==> src/rtl/fetch_unit_pkg.sv <==
// Shared constants and helpers for the instruction fetch stage.
// The stage's 2-entry {pc, instruction} buffer uses the count helper below.
package fetch_unit_pkg;

    localparam int DEF_ADDR_W   = 10;
    localparam int DEF_WORD_W   = 16;
    localparam int DEF_RESET_PC = 0;
    localparam int FETCH_DEPTH  = 2;
    localparam int CNT_W        = 2;

    typedef logic [CNT_W-1:0] fifo_cnt_t;

    function automatic fifo_cnt_t cnt_next(input fifo_cnt_t cnt, input logic push, input logic pop);
        fifo_cnt_t nxt;
        case ({push, pop})
            2'b10:   nxt = cnt + 2'd1;
            2'b01:   nxt = cnt - 2'd1;
            default: nxt = cnt;
        endcase
        return nxt;
    endfunction

endpackage

==> src/rtl/fetch_unit_skid_fifo.sv <==
// Two-entry buffer of fetched {pc, instruction} pairs.
// A flush empties it and takes priority over push and pop.
module fetch_skid_fifo
    import fetch_unit_pkg::*;
#(
    parameter int DATA_W = 26
) (
    input  logic              clk,
    input  logic              rst,
    input  logic              push,
    input  logic              pop,
    input  logic              flush,
    input  logic [DATA_W-1:0] push_data,
    output logic [1:0]        count,
    output logic [DATA_W-1:0] head
);

    logic [DATA_W-1:0] mem_r [0:1];
    logic              wr_ptr_r;
    logic              rd_ptr_r;
    fifo_cnt_t         count_r;
    logic              pop_ok_s;
    logic              push_ok_s;

    // Qualify requests against the occupancy; a full buffer accepts a push only alongside a pop.
    always_comb begin
        pop_ok_s  = 1'b0;
        push_ok_s = 1'b0;
        if (flush) begin
            pop_ok_s  = 1'b0;
            push_ok_s = 1'b0;
        end else begin
            pop_ok_s  = pop & (count_r != 2'd0);
            push_ok_s = push & ((count_r < 2'(FETCH_DEPTH)) | pop_ok_s);
        end
    end

    // Pointer and occupancy bookkeeping.
    always_ff @(posedge clk or posedge rst) begin
        if (rst) begin
            wr_ptr_r <= 1'b0;
            rd_ptr_r <= 1'b0;
            count_r  <= 2'd0;
        end else if (flush) begin
            wr_ptr_r <= 1'b0;
            rd_ptr_r <= 1'b0;
            count_r  <= 2'd0;
        end else begin
            wr_ptr_r <= wr_ptr_r ^ push_ok_s;
            rd_ptr_r <= rd_ptr_r ^ pop_ok_s;
            count_r  <= cnt_next(count_r, push_ok_s, pop_ok_s);
        end
    end

    // Entry storage.
    always_ff @(posedge clk or posedge rst) begin
        if (rst) begin
            mem_r[0] <= '0;
            mem_r[1] <= '0;
        end else if (push_ok_s) begin
            mem_r[wr_ptr_r] <= push_data;
        end
    end

    assign count = count_r;
    assign head  = mem_r[rd_ptr_r];

endmodule

==> src/rtl/fetch_unit.sv <==
// Instruction fetch stage: drives the memory address from the PC register and
// queues fetched words for decode, with redirect and halt control.
module fetch_unit
    import fetch_unit_pkg::*;
#(
    parameter int ADDR_W   = DEF_ADDR_W,
    parameter int WORD_W   = DEF_WORD_W,
    parameter int RESET_PC = DEF_RESET_PC
) (
    input  logic              clk,
    input  logic              rst,
    output logic [ADDR_W-1:0] mem_addr,
    input  logic [WORD_W-1:0] mem_rdata,
    input  logic              halt,
    input  logic              redirect_valid,
    input  logic [ADDR_W-1:0] redirect_pc,
    output logic              inst_valid,
    input  logic              inst_ready,
    output logic [WORD_W-1:0] inst_data,
    output logic [ADDR_W-1:0] inst_pc
);

    localparam logic [ADDR_W-1:0] RST_PC = ADDR_W'(RESET_PC);

    logic [ADDR_W-1:0] pc_r;
    logic [1:0]        count_s;
    logic              pop_s;
    logic              fetch_s;

    // Redirect suppresses fetch; a full buffer may still fetch when the head leaves.
    always_comb begin
        pop_s   = inst_valid & inst_ready;
        fetch_s = 1'b0;
        if (halt || redirect_valid) begin
            fetch_s = 1'b0;
        end else begin
            fetch_s = (count_s < 2'(FETCH_DEPTH)) | pop_s;
        end
    end

    // PC register; the increment wraps naturally at the top of the address space.
    always_ff @(posedge clk or posedge rst) begin
        if (rst) begin
            pc_r <= RST_PC;
        end else if (redirect_valid) begin
            pc_r <= redirect_pc;
        end else if (fetch_s) begin
            pc_r <= pc_r + ADDR_W'(1);
        end
    end

    fetch_skid_fifo #(
        .DATA_W (ADDR_W + WORD_W)
    ) u_fifo (
        .clk       (clk),
        .rst       (rst),
        .push      (fetch_s),
        .pop       (pop_s),
        .flush     (redirect_valid),
        .push_data ({pc_r, mem_rdata}),
        .count     (count_s),
        .head      ({inst_pc, inst_data})
    );

    assign mem_addr   = pc_r;
    assign inst_valid = (count_s != 2'd0);

endmodule

==> config.mk <==
export PLATFORM = sky130hd
export DESIGN_NAME = fetch_unit
export DESIGN_NICKNAME = d
export VERILOG_FILES = /design/src/rtl/fetch_unit_pkg.sv /design/src/rtl/fetch_unit_skid_fifo.sv /design/src/rtl/fetch_unit.sv
export SDC_FILE = /design/constraint.sdc
export NUM_CORES = 1
export LEC_CHECK = 0
export BUFFER_PORTS_ARGS = -buffer_cell sky130_fd_sc_hd__buf_4
export CORE_UTILIZATION = 45
export CTS_BUF_LIST = sky130_fd_sc_hd__clkbuf_4 sky130_fd_sc_hd__clkbuf_8
export DETAILED_ROUTE_END_ITERATION = 12
export PLACE_DENSITY = 0.68
export SYNTH_ARGS = -nofsm -noshare
export SYNTH_HDL_FRONTEND = slang
export SYNTH_SLANG_ARGS = --single-unit
==> constraint.sdc <==
create_clock -name clk -period 2.9 [get_ports clk]
set_clock_uncertainty 0.2 [all_clocks]
set_input_delay 0.145 -clock clk [delete_from_list [all_inputs] [get_ports clk]]
set_output_delay 0.145 -clock clk [all_outputs]
set_load 0.02 [all_outputs]
=== After elaboration in Yosys (flattened, before gate mapping) ===
Cells that the tools add are included.

* Word-level logic and storage cells: 44
* Register bits after elaboration: 66
* Input bits: 31

* Mux-type cells: 15
* Bitwise logic cells: 9
* $lt $le $gt $ge: 4
* Reductions and logical operators: 5
* Add/subtract/negate cells: 3
* Equality and inequality tests: 2

{| class="wikitable"
|+ Operators with widths
! operator !! count
|-
| $mux 26 || 4
|-
| $bwmux 52 || 1
|-
| $demux 26 s1 || 1
|-
| $mux 10 || 2
|-
| $add 10x1->10 const B || 1
|-
| $mux 1 || 5
|-
| $ge 2x2->1 const B || 2
|-
| $not 1->2 || 2
|-
| $pmux 2 s2 || 1
|-
| $reduce_bool 2->1 || 2
|-
| $and 1x1->1 || 3
|-
| $reduce_bool 3->1 || 1
|-
| $add 2x1->2 const B || 1
|-
| $eq 2x1->1 const B || 1
|-
| $eq 2x2->1 const B || 1
|-
| $lt 2x1->1 const B || 1
|-
| $lt 2x2->1 const B || 1
|-
| $mux 2 || 1
|-
| $or 1x1->1 || 2
|-
| $sub 2x1->2 const B || 1
|-
| $xor 1x1->1 || 2
|-
| $logic_and 1x1->1 || 1
|-
| $logic_or 1x1->1 || 1
|}

=== Depth between registers and ports, before layout ===
Gate-level depths: netlist of run 1.

* Depth in word-level cells: 9
* Gate-level depth with buffers: 7

=== Modules after synthesis ===
From an unflattened synthesis of run 1, not the netlist that was laid out.

* Cells, all modules: 233
* Area, all modules: 3123.0 µm²

{| class="wikitable"
|+ By module, submodules not included
! module !! cells an instance !! instances !! area an instance (µm²) !! seq. area each (µm²)
|-
| fetch_skid_fifo || 164 || 1 || 2499.9 || 1401.3
|-
| fetch_unit || 69 || 1 || 623.1 || 250.2
|}

=== Least setup slack after synthesis of run 1 ===
OpenSTA, ideal clock, no wires.

* Path kind: reg2reg
* Start point: register u_fifo.count_r[1], in the netlist u_fifo.count[1]
* End point: register u_fifo.mem_r[0] (netlist bit)
* Data required time: 2575 ps
* Path buffers: 3
* Setup time: 125 ps
* Slack: 825 ps
* Arrival: 1751 ps
* Cell stages (with the launch flop): 8
* Cell sequence: dfrtp_1 nor2b_4 buf_6 nor3_1 ha_1 buf_2 buf_2 mux2_2

* Longest elaborated chain between the ends: 6

{| class="wikitable"
|+ RTL lines
! what !! RTL line !! source
|-
| from (decl) || fetch_unit_skid_fifo.sv:21 || <nowiki>fifo_cnt_t count_r;</nowiki>
|-
| from (signal assigned) || fetch_unit_skid_fifo.sv:51 || <nowiki>count_r <= cnt_next(count_r, push_ok_s, pop_ok_s);</nowiki>
|-
| $reduce_bool 2->1 || fetch_unit_skid_fifo.sv:33, fetch_unit.sv:66 ||
|-
| $and 1x1->1 || fetch_unit.sv:32 || <nowiki>pop_s = inst_valid & inst_ready;</nowiki>
|-
| $or 1x1->1 / $and 1x1->1 (equally long branches) || fetch_unit.sv:37, fetch_unit_skid_fifo.sv:33 ||
|-
| $mux 1 / $or 1x1->1 (equally long branches) || fetch_unit.sv:34, fetch_unit_skid_fifo.sv:34 ||
|-
| $and 1x1->1 * || fetch_unit_skid_fifo.sv:34 || <nowiki>push_ok_s = push & ((count_r < 2'(FETCH_DEPTH)) | pop_ok_s);</nowiki>
|-
| $mux 1 * || fetch_unit_skid_fifo.sv:29 || <nowiki>if (flush) begin</nowiki>
|-
| to (signal, indexed assignment) || fetch_unit_skid_fifo.sv:61 || <nowiki>mem_r[wr_ptr_r] <= push_data;</nowiki>
|-
| to (decl) || fetch_unit_skid_fifo.sv:18 || <nowiki>logic [DATA_W-1:0] mem_r [0:1];</nowiki>
|}

Mark *: on every way between the ends. The rest lies on a longest branch, timed or not.
A chain may end at the register's enable or synchronous reset.

=== Worst setup path after layout of run 1 ===
* Start point: register u_fifo.count_r[1], in the netlist u_fifo.count[1]
* End point: register pc_r[6], in the netlist mem_addr[6]

* Longest elaborated chain between the ends: 5

{| class="wikitable"
|+ RTL lines
! what !! RTL line !! source
|-
| $reduce_bool 2->1 || fetch_unit.sv:66 || <nowiki>assign inst_valid = (count_s != 2'd0);</nowiki>
|-
| $and 1x1->1 || fetch_unit.sv:32 ||
|-
| $or 1x1->1 * || fetch_unit.sv:37 || <nowiki>fetch_s = (count_s < 2'(FETCH_DEPTH)) | pop_s;</nowiki>
|-
| $mux 1 * || fetch_unit.sv:34 || <nowiki>if (halt || redirect_valid) begin</nowiki>
|-
| $reduce_bool 2->1 (no line) * || - ||
|-
| to (signal assigned) || fetch_unit.sv:46 || <nowiki>pc_r <= redirect_pc;</nowiki>
|-
| to (signal assigned) || fetch_unit.sv:48 || <nowiki>pc_r <= pc_r + ADDR_W'(1);</nowiki>
|-
| to (decl) || fetch_unit.sv:25 || <nowiki>logic [ADDR_W-1:0] pc_r;</nowiki>
|}

Marks and branches as above.

==> impl_metrics.toml, run 1 <==
[critical_path]
reg2reg_from = "u_fifo.count[1]"
worst-r2r-cell-count = 5
cp_data_required_time_ns = 2.93
critPathMaxFanout = 8
critPathKind = "reg2reg"
worstSetupEndpointType = "flop"
worst-endpoint-arrival_ns = 2.16
rrSetupSlack_ns = 0.76
startpoint_type = "flop"
rr_endpoint = "mem_addr[6]"

[job]
maxCapViolations = 0

[detailed_routing]
drt-pass1-iter-count = 4
met2_length_mm = 2.94
drtAntennaViolNets = 0
topRoutingLayerUsed = "met4"
routed_wl_mm = 6.25
drc = 0
drt_iter0_drc = 92
routedWlPerCell_um = 14.7
routed-via-count = 2142
routed_via_density = 5.05
wl_met3_um = 278
met1_length_mm = 2.93

[grt]
overflow = 0
grt_pass1_wl_mm = 10.4
grt_max_degree = 37
global_route.usage.total = 0.189
grt_pass1_vias = 2149
antenna_found_initial = 0

[synth]
synthArstFlopShare = 1.00
ys_ff_latch = 66
synth_cells = 229
synthesis.nets = 263
yosysSeqAreaShare = 0.533
synth.avg_cell_area_sq_um = 13.5
ys_top_cells_by_area = "dfrtp_1 53%, mux2_2 28%, xnor2_1 1.7%, nand2_1 1.6%, nor4b_4 1.5%"
synth_top_area_frac = 0.533
mappedNetlistArea_sq_mm = 0.00310
ys.warnings.count = 0
ys_types = 35
ys.flop_type = "dfrtp_1"
synth_edf_count = 0
yosysTopAreaCell = "dfrtp_1"

[floorplanning]
io_pins = 68
coreArea_sq_mm = 0.00649
rows = 29
die_h_um = 85.0
initial_utilization = 0.477
die_area_sq_mm = 0.00723
die_x_um = 85.0

[cts]
htree_levels = 3
clk_pin_slew_ns = 0.07
cts_root_buf = "clkbuf_8"
clk_path_buf_depth = 2
worstSkewPairLatency_ns = 0.34
cts.sinks = 66
post_cts_resized = 0
cts_buffers = 9
cts_tree = "yes"

[cells_and_area]
syn2layout_area_growth_pct = 39.3
drive_gt1_frac = 0.516
fin_nets = 376
final_area_sq_mm = 0.00432
layout_commonest_cell = "mux2_2"
antennaDiodeCount = 0
layout_common_cells = "78 x mux2_2, 70 x buf_4, 66 x dfrtp_1, 44 x dlygate4sd3_1, 13 x nand2_1"
final_util = 0.665

[sta]
tightest_slew_ns = 0.662
clock.fmax_ghz = 0.468
period_share = 0.736
drv_slew = 0
min_period_ns = 2.14
rsz0062_at_grt = "no"
finalSetupViolCount = 0
setup_tns_ns = 0
relSlewSlack = 0.558
setup_ws_ns = 0.764
hold_viol = 0

[place]
pre_cts_slack_ns = 0.806
hpwl_mm = 3.90
routabilityCongestion = 0.767
place_area_sq_mm = 0.00367
portBuffers = 67

[power_and_ir_drop]
p_per_area_mw_per_mm2 = 683
ir_worst_vdd_uv = 365
leakagePower_nw = 1.92

[worst_hold_path]
hold_path_class = "in2reg"
holdPathEnd = "u_fifo.rd_ptr_r"
min_from = "inst_ready"
hold_path_depth = 4

[status]
status = "finished clean"
metal layers:
metal | vias up | track usage
met2 | 60 | 0.302
met5 | - | 0
met4 | 0 | 0.0786
li1 | 1037 | -
met3 | 8 | 0.0525
met1 | 1037 | 0.244
report_power, final:
part | switching (mW) | leakage [nW] | internal, mW | total [mW]
Combinational | 0.371 | 1.02 | 0.497 | 0.867
Clock | 0.353 | 0.102 | 0.452 | 0.805
Sequential | 0.130 | 0.798 | 1.15 | 1.28
Yosys cell counts (all sizes together) (2+ instances only):
cell    instances
inv             6
o21ai           8
nor2            8
mux2           78
nor4b           2
xnor2           6
buf            11
nand4           2
dfrtp          66
nor3            2
a31oi           3
nand3           3
ha              3
nand2          13
clkbuf          2
state kept, by name, summed over array words and instances (netlist names):
signal	cells
u_fifo.rd_ptr_r	1
u_fifo.wr_ptr_r	1
u_fifo.mem_r	52
u_fifo.count	2
mem_addr	10
what timing repair did:
action	4_1_cts	5_1_grt
hold buffers	44	0
endpoints found under the hold margin	76	0
buffers inserted	0	0
layout make-up:
| cell class | count | area [sq um] |
|---|---|---|
| multi-input cells | 144 | 1360 |
| clock inverters | 4 | 50.0 |
| fillers | 482 | 2170 |
| well taps | 77 | 96.3 |
| inverters | 6 | 22.5 |
| repair buffers | 115 | 986 |
| flip-flops and latches | 66 | 1650 |
| clock buffers | 12 | 159 |
worst max-delay path by stage:
stage,start,endpoint,slack (ns),cells past startpoint
after floorplan,u_fifo.count[1],u_fifo.mem_r[0],0.82,7
after global placement,u_fifo.count[1],u_fifo.mem_r[12],0.86,5
after detailed placement,u_fifo.count[1],u_fifo.mem_r[15],0.81,5
after CTS,u_fifo.rd_ptr_r,inst_data[15],0.73,3
after global routing,u_fifo.count[1],u_fifo.mem_r[3],0.67,5
final,u_fifo.count[1],mem_addr[6],0.76,5
logic make-up after synthesis:
family,after synthesis,synth area share
AOI/OAI and AO/OA,16,0.0315
xor gates and xnor gates,7,0.0198
adders and majority gates,3,0.0121
buffers and inverters,19,0.0303
DFF,66,0.533
muxes,79,0.287
and+or+nand+nor,39,0.0872
stage by stage:
stage / instances / hold slack, ns / total power [mW]
global placement: 364 / 0.0905 / 2.09
detailed placement: 364 / 0.0882 / 2.11
global route: 424 / 0.0373 / 3.11
CTS: 424 / 0.000651 / 2.98
floorplan: 229 / 0.0649 / 1.82
finish: 424 / 0.0133 / 2.95
critical path, cell delays in order, from the launching register on:
cell           delay [ns]
dfrtp_1              0.42
nor2b_4              0.36
and4bb_2             0.29
xnor2_1              0.13
o21ai_1              0.07
dlygate4sd3_1        0.55
Power figures use the tool's default switching activity.
==> inputs of run 2 (changes only) <==
Settings changed: ABC_AREA set to 1.
Clock period 2.9 ns to 2.1 ns, I/O delays scaled along.
==> impl_metrics.toml, run 2 <==
[status]
status = "finished clean"

[critical_path]
startpoint_type = "flop"
worst-endpoint-arrival_ns = 1.98
critPathMaxFanout = 6
worstSetupEndpointType = "flop"
cp_data_required_time_ns = 2.12
critPathKind = "reg2reg"

[synth]
mappedNetlistArea_sq_mm = 0.00311
synth_top_area_frac = 0.531
yosysSeqAreaShare = 0.531
synthesis.nets = 396
yosysTopAreaCell = "dfrtp_1"
synthTopCellsByCount = "87 x nand2_1, 66 x dfrtp_1, 53 x o21ai_0"
synthArstFlopShare = 1.00
ys_ff_latch = 66
ys.flop_type = "dfrtp_1"
yosysMostFrequentCell = "nand2_1"
ys.warnings.count = 0
synth_cells = 362
ys_types = 24
synth_edf_count = 0
ys_top_cells_by_area = "dfrtp_1 53%, nand2_1 10%, o21ai_0 8.5%, inv_1 5.2%, nand3_1 3.9%"
synth.avg_cell_area_sq_um = 8.60

[place]
place_area_sq_mm = 0.00370
pre_cts_slack_ns = 0.260
routabilityCongestion = 0.798
portBuffers = 67
hpwl_mm = 4.64

[cells_and_area]
drive_gt1_frac = 0.240
layout_commonest_cell = "nand2_1"
final_area_sq_mm = 0.00429
layout_common_cells = "87 x nand2_1, 73 x buf_4, 66 x dfrtp_1, 53 x o21ai_0, 42 x inv_1"
largest_reg_flops = 52
fin_nets = 501
final_util = 0.660
syn2layout_area_growth_pct = 37.7
regMostFlops = "u_fifo.mem_r"
antennaDiodeCount = 0

[sta]
period_share = 0.933
drv_slew = 0
clock.fmax_ghz = 0.510
whs_ns = 0.0195
hold_viol = 0
finalSetupViolCount = 0
relSlewSlack = 0.770
min_period_ns = 1.96
rsz0062_at_grt = "no"
tightest_slew_ns = 0.345
setup_ws_ns = 0.140
setup_tns_ns = 0

[detailed_routing]
routed-via-count = 2683
routedWlPerCell_um = 12.9
drt-pass1-iter-count = 4
routed_wl_mm = 7.07
drc = 0
routed_via_density = 4.90
drt_iter0_drc = 104
drtAntennaViolNets = 0

[cts]
cts_setup_buffers = 0
worstSkewPairLatency_ns = 0.34
clk_path_buf_depth = 2
cts_root_buf = "clkbuf_8"
post_cts_resized = 0
cts.sinks = 66
cts_buffers = 9
clk_pin_slew_ns = 0.07
cts_hold_buf = 38
htree_levels = 3
cts_tree = "yes"

[floorplanning]
die_area_sq_mm = 0.00725
io_pins = 68
rows = 29
initial_utilization = 0.479
die_x_um = 85.2
die_h_um = 85.2
coreArea_sq_mm = 0.00649

[grt]
global_route.usage.total = 0.219
grt_max_degree = 67
antenna_found_initial = 0
overflow = 0
grt_pass1_vias = 2714
grt_pass1_wl_mm = 12.3

[power_and_ir_drop]
p_per_area_mw_per_mm2 = 1120
leakagePower_nw = 2.05
ir_worst_vdd_uv = 535

[worst_hold_path]
hold_path_class = "in2reg"

[job]
maxCapViolations = 0
==> run 2: cell types whose count changed after synthesis, sizes merged, moves of 2 or more <==
cell / before / now
mux2: 78 / 16
xnor2: 6 / 2
inv: 6 / 46
a21oi: 1 / 12
nor3: 2 / 0
o21ai: 8 / 57
nor2: 8 / 21
nand3: 3 / 26
nand4: 2 / 0
a31oi: 3 / 1
nand2: 13 / 91
clkbuf: 2 / 8
nor4b: 2 / 0
==> run 2: logic make-up (layout without fill, tap and decap cells) <==
family / Yosys count / after routing / synth area share
XOR/XNOR: 2 / 2 / 0.00563
buffers and inverters: 65 / 174 / 0.0872
AND/OR/NAND/NOR: 138 / 138 / 0.189
AO/OA/AOI/OAI: 72 / 72 / 0.118
flip-flops: 66 / 66 / 0.531
adder cells (fa/ha/maj): 3 / 3 / 0.0121
multiplexers: 16 / 16 / 0.0579
==> run 2: final timing paths <==
check,from,endpoint,slack (ns),cells past startpoint
hold / removal,inst_ready,u_fifo.count[0],0.02,6
max in group asynchronous,rst,mem_addr[3],1.23,4
min in group asynchronous,rst,u_fifo.mem_r[16],0.19,4
setup / recovery,mem_addr[1],mem_addr[2],0.14,6
hold reg to reg,u_fifo.mem_r[0],u_fifo.mem_r[0],0.29,1
setup reg to reg,mem_addr[1],mem_addr[2],0.14,6
==> run 2: worst max-delay path, stage by stage, from the launching register on <==
cell and delay (ns):
dfrtp_1 0.46, ha_1 0.25, xnor2_1 0.16, nor2_1 0.05
a21oi_1 0.12, dlygate4sd3_1 0.55, o21ai_1 0.05
==> run 2: layout make-up <==
type,count,area [sq um]
clock buffers,13,173
clock inverters,2,35.0
fillers,532,2210
inverters,46,173
multi-input cells,231,1190
flip-flops and latches,66,1650
well taps,77,96.3
repair buffers,113,968
==> run 2: power by group <==
part | internal, mW | switching (mW) | total [mW]
Sequential | 1.73 | 0.258 | 1.99
Clock | 0.651 | 0.449 | 1.10
Combinational | 0.751 | 0.969 | 1.72
Total | 3.13 | 1.68 | 4.81
==> run 2: metal layers <==
metal | vias up | GRT usage | part of all wire
met2 | 58 | 0.360 | 0.47
met1 | 1257 | 0.281 | 0.47
met3 | 7 | 0.0535 | 0.044
li1 | 1361 | - | -
met4 | 0 | 0.0817 | 0.012
met5 | - | 0 | 0
==> run 2: per-stage QoR <==
stage               std cells  total power, mW
detailed placement        495             3.67
CTS                       548             4.85
floorplan                 362             3.02
finish                    548             4.81
global placement          495             3.62
global route              548             5.13
